<file path="config.mk">
export PLATFORM = sky130hd
export DESIGN_NAME = mem_arbiter_flat
export DESIGN_NICKNAME = d
export VERILOG_FILES = /design/src/rtl/mem_arb_pkg.sv /design/src/rtl/mem_arbiter_if.sv /design/src/rtl/arb_retry_counter.sv /design/src/rtl/mem_arbiter.sv /design/src/flat_wrapper.sv
export SDC_FILE = /design/constraint.sdc
export NUM_CORES = 1
export LEC_CHECK = 0
export ABC_CLOCK_PERIOD_IN_PS = 2440
export CORE_AREA = 2 2 106 108
export CTS_BUF_LIST = sky130_fd_sc_hd__clkbuf_4
export DETAILED_ROUTE_END_ITERATION = 12
export DIE_AREA = 0 0 108 110
export PLACE_DENSITY = 0.59
export SYNTH_ARGS = -nofsm -noshare
export SYNTH_HDL_FRONTEND = slang
export SYNTH_HIERARCHICAL = 1
export SYNTH_SLANG_ARGS = --single-unit
export TNS_END_PERCENT = 20
</file>
<file path="constraint.sdc">
create_clock -name CLK -period 2.44 [get_ports CLK]
set_clock_uncertainty 0.15 [all_clocks]
set_input_delay 0.488 -clock CLK [delete_from_list [all_inputs] [get_ports CLK]]
set_output_delay 0.488 -clock CLK [all_outputs]
set_load 0.02 [all_outputs]
</file>
<file path="src/rtl/mem_arb_pkg.sv">
// Shared types for the imem/dmem RAM port arbiter.
package mem_arb_pkg;

   typedef enum logic [1:0] {
      FREE   = 2'd0,
      BUSY   = 2'd1,
      ACCESS = 2'd2,
      ERROR  = 2'd3
   } ramstate_t;

   typedef enum logic [1:0] {
      IDLE   = 2'd0,
      IGRANT = 2'd1,
      DGRANT = 2'd2
   } arb_state_t;

   typedef enum logic {
      INSTR = 1'b0,
      DATA  = 1'b1
   } owner_t;

endpackage

</file>
<file path="src/rtl/mem_arbiter_if.sv">
// Datapath and RAM signals seen by the arbiter, bundled as one bus.
interface mem_arbiter_if;
   import mem_arb_pkg::*;

   logic        halt;
   logic        iREN;
   logic [31:0] iaddr;
   logic [31:0] iload;
   logic        iwait;
   logic        dREN;
   logic        dWEN;
   logic [31:0] daddr;
   logic [31:0] dstore;
   logic [31:0] dload;
   logic        dwait;
   logic        ramREN;
   logic        ramWEN;
   logic [31:0] ramaddr;
   logic [31:0] ramstore;
   logic [31:0] ramload;
   ramstate_t   ramstate;
   logic        err;

   // datapath + RAM side
   modport master (
      output halt, iREN, iaddr, dREN, dWEN, daddr, dstore, ramload, ramstate,
      input  iload, iwait, dload, dwait, ramREN, ramWEN, ramaddr, ramstore, err
   );

   // arbiter side
   modport slave (
      input  halt, iREN, iaddr, dREN, dWEN, daddr, dstore, ramload, ramstate,
      output iload, iwait, dload, dwait, ramREN, ramWEN, ramaddr, ramstore, err
   );

endinterface

</file>
<file path="src/rtl/arb_retry_counter.sv">
// Saturating retry counter; last flags that one more error hits the limit.
module arb_retry_counter #(
   parameter int MAX_RETRY = 3
) (
   input  logic                           CLK,
   input  logic                           nRST,
   input  logic                           clear,
   input  logic                           inc,
   output logic [$clog2(MAX_RETRY+1)-1:0] count,
   output logic                           last
);
   localparam int W = $clog2(MAX_RETRY+1);

   always_ff @(posedge CLK or negedge nRST) begin
      if (!nRST)
         count <= '0;
      else if (clear)
         count <= '0;
      else if (inc && (count != W'(MAX_RETRY)))
         count <= count + W'(1);
   end

   assign last = (count == W'(MAX_RETRY - 1));

endmodule

</file>
<file path="src/rtl/mem_arbiter.sv">
// Shares one RAM port between instruction fetch and load/store, with
// alternating priority, bounded error retry and halt gating of fetches.
//
//   state  | meaning
//   IDLE   | no owner; RAM strobes low; arbitrate pending requests
//   IGRANT | instruction fetch owns the RAM port until ACCESS/abort/drop
//   DGRANT | load/store owns the RAM port until ACCESS/abort/drop
module mem_arbiter #(
   parameter int MAX_RETRY = 3
) (
   input  logic          CLK,
   input  logic          nRST,
   mem_arbiter_if.slave  bus
);
   import mem_arb_pkg::*;

   localparam int CW = $clog2(MAX_RETRY+1);

   arb_state_t    state, next_state;
   owner_t        last_owner;
   logic          err_r;
   logic [CW-1:0] retry_cnt;
   logic          retry_last;

   logic d_req, i_ok, granted_i, granted_d, own_req;
   logic ram_access, ram_error, done, abort, cnt_inc, cnt_clear;

   assign d_req      = bus.dREN | bus.dWEN;
   assign i_ok       = bus.iREN & ~bus.halt;
   assign granted_i  = (state == IGRANT);
   assign granted_d  = (state == DGRANT);
   assign own_req    = (granted_i & bus.iREN) | (granted_d & d_req);
   assign ram_access = (bus.ramstate == ACCESS);
   assign ram_error  = (bus.ramstate == ERROR);
   assign done       = own_req & ram_access;
   assign abort      = own_req & ram_error & retry_last;
   assign cnt_inc    = own_req & ram_error & ~retry_last;
   // any exit from a grant (done, abort or dropped request) restarts the count
   assign cnt_clear  = (state != IDLE) & (~own_req | done | abort);

   arb_retry_counter #(.MAX_RETRY(MAX_RETRY)) u_retry (
      .CLK   (CLK),
      .nRST  (nRST),
      .clear (cnt_clear),
      .inc   (cnt_inc),
      .count (retry_cnt),
      .last  (retry_last)
   );

   always_ff @(posedge CLK or negedge nRST) begin
      if (!nRST) begin
         state      <= IDLE;
         last_owner <= INSTR;
         err_r      <= 1'b0;
      end else begin
         state <= next_state;
         if (done)
            last_owner <= granted_i ? INSTR : DATA;
         if (abort)
            err_r <= 1'b1;
      end
   end

   always_comb begin
      next_state = state;
      case (state)
         IDLE: begin
            if (d_req && i_ok)
               next_state = (last_owner == DATA) ? IGRANT : DGRANT;
            else if (d_req)
               next_state = DGRANT;
            else if (i_ok)
               next_state = IGRANT;
         end
         IGRANT, DGRANT: begin
            if (!own_req || done || abort)
               next_state = IDLE;
         end
         default: next_state = IDLE;
      endcase
   end

   always_comb begin
      bus.ramREN   = 1'b0;
      bus.ramWEN   = 1'b0;
      bus.ramaddr  = '0;
      bus.ramstore = '0;
      case (state)
         IGRANT: begin
            bus.ramREN  = 1'b1;
            bus.ramaddr = bus.iaddr;
         end
         DGRANT: begin
            bus.ramREN   = bus.dREN;
            bus.ramWEN   = bus.dWEN & ~bus.dREN;
            bus.ramaddr  = bus.daddr;
            bus.ramstore = bus.dstore;
         end
         default: ;
      endcase
      // an aborted access releases the requester for one cycle with zero data
      bus.iwait = bus.iREN & ~(granted_i & (done | abort));
      bus.dwait = d_req & ~(granted_d & (done | abort));
      bus.iload = (granted_i & done) ? bus.ramload : '0;
      bus.dload = (granted_d & done) ? bus.ramload : '0;
      bus.err   = err_r;
   end

endmodule

</file>
<file path="src/flat_wrapper.sv">
// flat-port wrapper written by rule: the top's interface ports become plain ports
module mem_arbiter_flat import mem_arb_pkg::*;
#(
   parameter int MAX_RETRY = 3
)
  (CLK, nRST, bus_halt, bus_iREN, bus_iaddr, bus_dREN, bus_dWEN, bus_daddr, bus_dstore, bus_ramload, bus_ramstate, bus_iload, bus_iwait, bus_dload, bus_dwait, bus_ramREN, bus_ramWEN, bus_ramaddr, bus_ramstore, bus_err);
  mem_arbiter_if bus_i ();
  input  logic CLK;
  input  logic nRST;
  input wire logic [$bits(bus_i.halt)-1:0] bus_halt;
  input wire logic [$bits(bus_i.iREN)-1:0] bus_iREN;
  input wire logic [$bits(bus_i.iaddr)-1:0] bus_iaddr;
  input wire logic [$bits(bus_i.dREN)-1:0] bus_dREN;
  input wire logic [$bits(bus_i.dWEN)-1:0] bus_dWEN;
  input wire logic [$bits(bus_i.daddr)-1:0] bus_daddr;
  input wire logic [$bits(bus_i.dstore)-1:0] bus_dstore;
  input wire logic [$bits(bus_i.ramload)-1:0] bus_ramload;
  input wire logic [$bits(bus_i.ramstate)-1:0] bus_ramstate;
  output wire logic [$bits(bus_i.iload)-1:0] bus_iload;
  output wire logic [$bits(bus_i.iwait)-1:0] bus_iwait;
  output wire logic [$bits(bus_i.dload)-1:0] bus_dload;
  output wire logic [$bits(bus_i.dwait)-1:0] bus_dwait;
  output wire logic [$bits(bus_i.ramREN)-1:0] bus_ramREN;
  output wire logic [$bits(bus_i.ramWEN)-1:0] bus_ramWEN;
  output wire logic [$bits(bus_i.ramaddr)-1:0] bus_ramaddr;
  output wire logic [$bits(bus_i.ramstore)-1:0] bus_ramstore;
  output wire logic [$bits(bus_i.err)-1:0] bus_err;
  assign bus_i.halt = bus_halt;
  assign bus_i.iREN = bus_iREN;
  assign bus_i.iaddr = bus_iaddr;
  assign bus_i.dREN = bus_dREN;
  assign bus_i.dWEN = bus_dWEN;
  assign bus_i.daddr = bus_daddr;
  assign bus_i.dstore = bus_dstore;
  assign bus_i.ramload = bus_ramload;
  assign bus_i.ramstate = bus_ramstate;
  assign bus_iload = bus_i.iload;
  assign bus_iwait = bus_i.iwait;
  assign bus_dload = bus_i.dload;
  assign bus_dwait = bus_i.dwait;
  assign bus_ramREN = bus_i.ramREN;
  assign bus_ramWEN = bus_i.ramWEN;
  assign bus_ramaddr = bus_i.ramaddr;
  assign bus_ramstore = bus_i.ramstore;
  assign bus_err = bus_i.err;
  mem_arbiter #(.MAX_RETRY(MAX_RETRY)) u_core (.CLK(CLK), .nRST(nRST), .bus(bus_i));
endmodule
</file>
==> results of run 1 <==
## final timing paths
path                                             start                             endpoint  slack, ps  cells after the start
setup / recovery           u_core/state[1]$_DFFE_PN0P_                         bus_iload[8]        -40                      9
hold / removal              u_core/bus.err$_DFFE_PN0P_           u_core/bus.err$_DFFE_PN0P_        320                      1
setup reg to reg           u_core/state[1]$_DFFE_PN0P_  u_core/u_retry/count[1]$_DFFE_PN0P_        420                      9
hold reg to reg             u_core/bus.err$_DFFE_PN0P_           u_core/bus.err$_DFFE_PN0P_        320                      1
max in group asynchronous                         nRST        u_core/last_owner$_DFFE_PN0N_       1570                      1
min in group asynchronous                         nRST           u_core/bus.err$_DFFE_PN0P_        340                      1
## state kept, by name (all words and copies together) (netlist names)
register	cells
u_core/bus.err	1
u_core/state	2
u_core/u_retry/count	2
u_core/last_owner	1
## cells in the mapped netlist (2+ instances only)
cell type / instances / area [um2]
and3_1: 64 / 400
nor2_1: 40 / 150
a22oi_1: 33 / 248
and2_1: 32 / 200
clkbuf_1: 16 / 60.1
buf_6: 7 / 78.8
dfrtp_1: 6 / 150
inv_1: 6 / 22.5
ha_1: 5 / 62.6
nor2b_1: 5 / 31.3
buf_2: 4 / 20.0
a21oi_1: 3 / 15.0
a31oi_1: 2 / 12.5
mux2_4: 2 / 30.0
nand2_1: 2 / 7.51
o21ai_0: 2 / 10.0
o21ai_1: 2 / 10.0
## metrics by stage
step / power, uW / utilization / instances
floorplan: 1660 / - / 243
global placement: 3020 / 0.426 / 647
detailed placement: 3030 / 0.426 / 647
CTS: 3100 / 0.416 / 658
global route: 3340 / 0.434 / 663
finish: 3110 / 0.434 / 663
## final cells by class
type | count | area, um2 | share of cell area
Inverter | 7 | 26.3 | 0.00566
Timing Repair Buffer | 305 | 2840 | 0.612
Sequential cell | 6 | 150 | 0.0324
Clock buffer | 3 | 22.5 | 0.00486
Tap cell | 140 | 175 | 0.0378
Multi-Input combinational cell | 202 | 1430 | 0.308
## power by group through the flow
stage	sequential [uW]	clock, uW	combinational (uW)
2_1_floorplan	174	0	1490
3_3_place_gp	169	0	2850
3_5_place_dp	172	0	2860
4_1_cts	176	95.5	2830
5_1_grt	183	103	3050
6_report	176	93.0	2840
## per-layer routing
metal / up-vias / share of wire
met2: 151 / 0.51
met5: - / 0
li1: 1419 / -
met1: 1297 / 0.38
met4: 0 / 0.016
met3: 10 / 0.092
## logic make-up after synthesis
family / Yosys count
and+or+nand+nor: 146
buffers and inverters: 35
AOI/OAI and AO/OA: 49
DFF: 6
muxes: 2
adders and majority gates: 5
## repair_timing
item / CTS / global route
cloned: 3 / 1
gates resized for setup: 445 / 159
pin swaps: 2 / 7
setup endpoints to repair: 132 / 108
buffers inserted: 5 / 5
==> metrics.txt, run 1 <==
outcome=finished, violations left; violated checks=setup timing; ant diodes=0; CTS root buffer=clkbuf_4; vias in the first global route=2878; PD cells=670 nW/um2; most common cell after layout, fill and taps aside=clkdlybuf4s50_1; GRT overflow=0; die height=110 um; Setup WS pre-CTS=-544 ps; simple-gate share of the synthesized area=0.507; Adder-Cell Fraction of Synth Area=0.0389; Crit path max-delay family=buffers and inverters; count of warnings emitted by yosys=6; global-route wire length before repair=15.1 mm; Clock Sinks=6; Critical path buffers and inverters=5; WP data required=1800 ps; post-synthesis cell area=1610 um2; GPL Wtd Cong=0.845; Seq/Total Area, Yosys=0.0932; Hold Slack=320 ps; drt initial violations=93; gr busiest metal=met2; slew margin rel.=0.767; initial core utilization=0.151; DR WL/cell=15.6 um; clock slew at reported path FFs=50 ps; Leak Pwr=0.00232 uW; post-cts hold buffer count=0; met2 Usage GRT=0.300; WL final=10.3 mm; share of cells above drive strength 1=0.363; crit-path max FO=8; Vias/cell=4.34; slew of the pin with the lowest slew margin=350 ps; xor-xnor portion of the synthesized cell area=0; Layout Nets=666; Int Power=1490 uW; HP Class=register to register; Num CTS Buffers=3; min cycle time layout=2480 ps; Yosys reg bits=6; H-Tree Depth=1; Final period util=1.02; number of synthesized flops with an enable pin=0; Setup TNS=-338 ps; RSZ-0062 raised after global routing=true; initial antenna violation count=0; Avg Cell Area, Syn=6.63 um2; Synth Area in Compound Gates=0.225; type of origin of the critical path=register; multiplexer share of the synthesized area=0.0186; min setup slack post-route=-43.9 ps; Final Max Tran Viols=0; # DRC=0; IO Count=269; Setup crit end kind=output pin; Post-synth top flop=dfrtp_1; area delta synth->final=188%; Skew-Pair Late Insertion Delay=250 ps; sw frac=0.522; antenna viol nets, final=0; GRT Util Overall=0.160; CORE AREA=10700 um2; NetSw=1620 uW; Flop pwr share=0.057; # rows=38; Logic pwr share=0.913; slowest stage delay, CP=420 ps; First-pass DRT Iterations=4; maximum clock frequency=0.403 GHz; critical-path cell list=inv_2, ha_4, nand2_4, a21oi_4, buf_6, buf_12, buf_16, and3_4, buf_6; routed via count=2877; # setup viols final=9; Mapped Nets=384; CTS tree=built; fillers=1097; I/O Buffers=268; Die ar.=11900 um2; maximum number of pins on one net before global-route repair=35; Finished Cell Area=4640 um2; clock power share=0.030; Worst path most repeated cell=buf_6; WS Path Type=register to output pin; Global Route met1 Usage=0.181; largest family of logic cells by synthesized area=simple AND/OR/NAND/NOR gates; Max Root-Sink Buffers=2; Max Cap Viol=0; Syn Inst Count=243; Area after DPL=4560 um2; post-synth cell types=29; asr flop ratio synth=1.00; critical path arrival=1850 ps; DIE WIDTH=108 um; worst vdd ir=0.329 mV; most frequent cells in the layout=132 x clkdlybuf4s50_1, 69 x buf_4, 43 x and3_1, 39 x nor2_1, 34 x buf_6; dpl hpwl=7.93 mm; Hold Vio Cnt, Final=0; slowest cell on the critical path=dfrtp_1; met3 global-route usage=0.0429
Power figures use the tool's default switching activity.
==> inputs of run 2 (changes only) <==
--- a/config.mk
+++ b/config.mk
@@ -5,12 +5,12 @@
 export SDC_FILE = /design/constraint.sdc
 export NUM_CORES = 1
 export LEC_CHECK = 0
-export ABC_CLOCK_PERIOD_IN_PS = 2440
-export CORE_AREA = 2 2 106 108
+export ABC_CLOCK_PERIOD_IN_PS = 3000
+export CORE_AREA = 2 2 104 106
 export CTS_BUF_LIST = sky130_fd_sc_hd__clkbuf_4
 export DETAILED_ROUTE_END_ITERATION = 12
-export DIE_AREA = 0 0 108 110
-export PLACE_DENSITY = 0.59
+export DIE_AREA = 0 0 106 108
+export PLACE_DENSITY = 0.63
 export SYNTH_ARGS = -nofsm -noshare
 export SYNTH_HDL_FRONTEND = slang
 export SYNTH_HIERARCHICAL = 1
==> constraint.sdc (replaced) <==
create_clock -name CLK -period 3 [get_ports CLK]
set_clock_uncertainty 0.15 [all_clocks]
set_input_delay 0.6 -clock CLK [delete_from_list [all_inputs] [get_ports CLK]]
set_output_delay 0.6 -clock CLK [all_outputs]
set_load 0.02 [all_outputs]
==> run 2 against run 1 <==
Effect of this change: the flow now finishes without violations; sequential share of layout area grew 0.14 points; clock power shrank 20%; count of clock-buffer cells in the layout is the same; power shrank 20%; setup slack gained 130 ps; core utilization grew 0.058 points; non-clock buffer count shrank 23; critical path type is now input pin to output pin; largest power group unchanged.
==> metrics.txt, run 2 (synthesized netlist as in run 1, its figures left out) <==
outcome=completed; CTS root buffer=clkbuf_4; R2R cell count=8; reg2reg start=u_core/state[1]$_DFFE_PN0P_; Hold Vio Cnt, Final=0; share of cells above drive strength 1=0.0560; area delta synth->final=176%; Final period util=0.971; Crit path max-delay family=buffers and inverters; HP Class=register to register; Max Cap Viol=0; Setup TNS=0 ps; Final Max Tran Viols=0; WL final=10.6 mm; CTS tree=built; Worst R2R Setup Slack=970 ps; Leak Pwr=0.00224 uW; slew of the pin with the lowest slew margin=379 ps; worst r2r dst=u_core/u_retry/count[1]$_DFFE_PN0P_; # rows=37; GRT Util Overall=0.176; most common cell after layout, fill and taps aside=clkdlybuf4s50_1; critical path arrival=2160 ps; type of origin of the critical path=input pin; PD cells=560 nW/um2; drt initial violations=106; Max Root-Sink Buffers=2; I/O Buffers=268; hold path endpoint=u_core/bus.err$_DFFE_PN0P_; worst vdd ir=0.370 mV; Hold Path Stages=1; IO Count=269; slew margin rel.=0.747; RSZ-0062 raised after global routing=false; Setup crit end kind=output pin; slowest cell on the critical path=clkdlybuf4s50_1; GRT overflow=0; post-cts hold buffer count=0; clock slew at reported path FFs=50 ps; routed via count=2730; min cycle time layout=2910 ps; HP Start=u_core/bus.err$_DFFE_PN0P_; most frequent cells in the layout=200 x clkdlybuf4s50_1, 64 x and3_1, 62 x dlygate4sd2_1, 40 x nor2_1, 33 x a22oi_1; DIE WIDTH=106 um; # DRC=0; antenna viol nets, final=0; maximum number of pins on one net before global-route repair=66; Layout Nets=643; GPL Wtd Cong=0.908; vias in the first global route=2850; H-Tree Depth=1; WS Path Type=input pin to output pin; CORE AREA=10200 um2; maximum clock frequency=0.343 GHz; Vias/cell=4.29; post-CTS setup buffer count=0; largest registers=u_core/state x2, u_core/u_retry/count x2; Die ar.=11400 um2; die height=108 um; Clock Sinks=6; critical-path cell list=clkdlybuf4s50_1, nand2_2, a21oi_4, buf_12, and3_1, dlygate4sd2_1; DR WL/cell=16.6 um; fillers=1098; # setup viols final=0; Setup WS pre-CTS=-214 ps; global-route wire length before repair=15.9 mm; initial antenna violation count=0; slowest stage delay, CP=510 ps; dpl hpwl=8.78 mm; First-pass DRT Iterations=6; initial core utilization=0.157; min setup slack post-route=86.0 ps; crit-path max FO=65; Skew-Pair Late Insertion Delay=240 ps; WP data required=2250 ps; Num CTS Buffers=3; Critical path buffers and inverters=3
[run 2: cell types whose count changed in the layout (fill, tap and decap cells not counted), sizes merged]
cell,previous run,this run
dlymetal6s2s,2,4
clkbuf,20,3
dlygate4sd2,21,62
clkdlybuf4s50,132,200
diode,0,1
clkdlybuf4s15,0,2
buf,133,14
[run 2: final cells by class]
cell class,count,area (um2),area share
Timing Repair Buffer,282,2780,0.626
Tap cell,136,170,0.0383
Sequential cell,6,150,0.0338
Multi-Input combinational cell,202,1290,0.290
Antenna cell,1,2.50,0.000563
Inverter,7,26.3,0.00592
Clock buffer,3,22.5,0.00507
[run 2: stage by stage]
step / power (uW) / std cells / hold WS [ps] / area (um2) / util
2_1_floorplan: 1350 / 243 / 154 / 1610 / -
3_3_place_gp: 2420 / 633 / 313 / 4480 / 0.438
3_5_place_dp: 2440 / 633 / 313 / 4480 / 0.438
4_1_cts: 2510 / 636 / 324 / 4420 / 0.432
5_1_grt: 2670 / 636 / 355 / 4440 / 0.434
6_report: 2490 / 637 / 313 / 4440 / 0.434
[run 2: worst max-delay path by stage]
stage | end | startpoint | slack (ps) | cells past startpoint
after floorplan | bus_dload[0] | u_core/state[0]$_DFFE_PN0P_ | 780 | 8
after global placement | bus_iload[16] | bus_iREN | -190 | 6
after detailed placement | bus_dload[24] | bus_iREN | -210 | 6
after CTS | bus_dwait | bus_ramstate[0] | 7 | 4
after global routing | bus_dload[20] | bus_iREN | 9 | 6
final | bus_dload[24] | bus_iREN | 90 | 6
[run 2: what timing repair did]
| action | 4_1_cts | 5_1_grt |
|---|---|---|
| hold endpoints to repair | 0 | 0 |
| resized for setup | 64 | 7 |
| setup endpoints to repair | 64 | 9 |
| pin swaps | 0 | 0 |
[run 2: worst register-to-register path, delay by kind of cell (launching register included)]
kind,cells,cell delay [ps]
compound gates,1,180
fa+ha+maj,1,260
buf+inv,2,240
flops,1,390
mux,1,300
simple gates,3,390
[run 2: report_power, final]
group / leakage [uW] / internal, uW / switching [uW]
logic: 0.00215 / 1050 / 1220
registers: 0.0000786 / 114 / 23.0
clock network: 0.0000138 / 45.3 / 29.1
[run 2: routing by layer]
| layer | share of wire | global-route usage | wire length [um] | vias to the layer above |
|---|---|---|---|---|
| met5 | 0 | 0 | 0 | - |
| met4 | 0.014 | 0.0301 | 151 | 0 |
| met3 | 0.11 | 0.0627 | 1150 | 10 |
| met2 | 0.48 | 0.320 | 5140 | 153 |
| met1 | 0.39 | 0.201 | 4170 | 1196 |
| li1 | - | - | - | 1371 |
==> inputs of run 3 (changes only) <==
--- a/config.mk
+++ b/config.mk
@@ -11,6 +11,7 @@
 export DETAILED_ROUTE_END_ITERATION = 12
 export DIE_AREA = 0 0 106 108
 export PLACE_DENSITY = 0.63
+export RECOVER_POWER = 25
 export SYNTH_ARGS = -nofsm -noshare
 export SYNTH_HDL_FRONTEND = slang
 export SYNTH_HIERARCHICAL = 1
==> run 3 against run 2 <==
Effect of this change: combinational power fell by 3%; sequential share of layout area barely moved; via count rose by 0.48%; clock power barely moved; register-to-register slack barely moved; setup slack got worse by 2.5 ps; highest routed layer unchanged.
==> metrics.txt, run 3 (synthesized netlist as in run 1, its figures left out) <==
fillers=1107; sw frac=0.520; # setup viols final=0; CTS tree=built; NetSw=1260 uW; slew margin rel.=0.651; Critical Path End=bus_dload[24]; WS Path Type=input pin to output pin; clock power share=0.031; Final Max Tran Viols=0; I/O Buffers=268; initial core utilization=0.157; # DRC=0; global-route wire length before repair=15.9 mm; vias in the first global route=2850; H-Tree Depth=1; worst r2r dst=u_core/u_retry/count[0]$_DFFE_PN0P_; GRT overflow=0; CP Depth=6; DIE WIDTH=106 um; dpl hpwl=8.78 mm; Crit path max-delay family=buffers and inverters; critical path launch point=bus_iREN; Setup TNS=0 ps; CTS root buffer=clkbuf_4; drt initial violations=102; slowest cell on the critical path=clkdlybuf4s50_1; clock slew at reported path FFs=50 ps; CORE AREA=10200 um2; Max Root-Sink Buffers=2; reg2reg start=u_core/state[1]$_DFFE_PN0P_; most frequent cells in the layout=181 x clkdlybuf4s50_1, 64 x and3_1, 62 x dlygate4sd2_1, 40 x nor2_1, 33 x a22oi_1; RSZ-0062 raised after global routing=false; largest registers=u_core/state x2, u_core/u_retry/count x2; Final period util=0.972; First-pass DRT Iterations=6; Hold Vio Cnt, Final=0; critical-path cell list=clkdlybuf4s50_1, nand2_2, a21oi_4, buf_12, and3_1, dlygate4sd2_1; initial antenna violation count=0; outcome=completed; HP Class=register to register; Layout Nets=643; WP data required=2250 ps; Vias/cell=4.31; area delta synth->final=173%; Worst R2R Setup Slack=960 ps; worst vdd ir=0.342 mV; WL final=10.6 mm; Critical path buffers and inverters=3; DR WL/cell=16.6 um; Clock Sinks=6; Logic pwr share=0.913; Max Cap Viol=0; GRT Util Overall=0.176; Die ar.=11400 um2; most common cell after layout, fill and taps aside=clkdlybuf4s50_1; die height=108 um; critical path arrival=2170 ps; Flop pwr share=0.056; R2R cell count=8; type of origin of the critical path=input pin; slew of the pin with the lowest slew margin=523 ps; maximum clock frequency=0.343 GHz; min cycle time layout=2920 ps; Layout Utilization=0.429; Skew-Pair Late Insertion Delay=240 ps; routed via count=2743; maximum number of pins on one net before global-route repair=66; GPL Wtd Cong=0.908; Int Power=1160 uW; antenna viol nets, final=0; PD cells=552 nW/um2; # rows=37; crit-path max FO=65; Leak Pwr=0.00222 uW; IO Count=269; Setup crit end kind=output pin; Num CTS Buffers=3; slowest stage delay, CP=510 ps; share of cells above drive strength 1=0.0500
## run 3: cell count changes in the layout (fill, tap and decap cells not counted), sizes merged
cell,delta
dlymetal6s2s,-4
clkbuf,+4
clkdlybuf4s50,-19
dlygate4sd3,+19
## run 3: power groups by stage
stage	registers [uW]	logic, uW	clock network [uW]
after global routing	143	2390	83.6
final	137	2210	74.1
after detailed placement	139	2300	0
after CTS	137	2300	77.1
after global placement	137	2280	0
after floorplan	141	1210	0
## run 3: what timing repair did
| action | in CTS | in global routing |
|---|---|---|
| buffers inserted | 0 | 0 |
| gates resized for setup | 64 | 7 |
| setup endpoints to repair | 64 | 9 |
| hold buffers | 0 | 0 |
## run 3: how the worst min path moves through the flow
stage,startpoint,end,slack [ps],depth (start not counted)
final,u_core/bus.err$_DFFE_PN0P_,u_core/bus.err$_DFFE_PN0P_,310,1
after global routing,u_core/bus.err$_DFFE_PN0P_,u_core/bus.err$_DFFE_PN0P_,350,1
after CTS,u_core/bus.err$_DFFE_PN0P_,u_core/bus.err$_DFFE_PN0P_,320,1
after detailed placement,u_core/bus.err$_DFFE_PN0P_,u_core/bus.err$_DFFE_PN0P_,310,1
after global placement,u_core/bus.err$_DFFE_PN0P_,u_core/bus.err$_DFFE_PN0P_,310,1
after floorplan,nRST,u_core/bus.err$_DFFE_PN0P_,150,0
## run 3: worst register-to-register path: cells and delay by family (launching register included)
kind	cells	cell delay [ps]
flip-flops	1	390
AND/OR/NAND/NOR	3	370
multiplexers	1	330
adder cells (fa/ha/maj)	1	260
buffers and inverters	2	240
AO/OA/AOI/OAI	1	180
## run 3: layer usage
metal  global-route usage  up-vias  part of all wire
li1                     -     1373                 -
met3               0.0627       10              0.11
met1                0.201     1207              0.40
met4               0.0301        0             0.014
met5                    0        -                 0
met2                0.320      153              0.48
## run 3: metrics by stage
| step | worst slack, ps | std cells | total power, uW | hold slack [ps] | cell area [um2] |
|---|---|---|---|---|---|
| 4_1_cts | 6.71 | 636 | 2510 | 324 | 4420 |
| 3_3_place_gp | -193 | 633 | 2420 | 313 | 4480 |
| 6_report | 83.5 | 637 | 2420 | 311 | 4390 |
| 2_1_floorplan | 784 | 243 | 1350 | 154 | 1610 |
| 5_1_grt | 8.80 | 636 | 2610 | 350 | 4390 |
| 3_5_place_dp | -214 | 633 | 2440 | 313 | 4480 |
## run 3: cell type report
cell class / count / area [um2] / share of cell area
Antenna cell: 1 / 2.50 / 0.000570
Clock buffer: 3 / 22.5 / 0.00513
Inverter: 7 / 26.3 / 0.00598
Multi-Input combinational cell: 202 / 1270 / 0.290
Sequential cell: 6 / 150 / 0.0342
Tap cell: 136 / 170 / 0.0387
Timing Repair Buffer: 282 / 2750 / 0.625
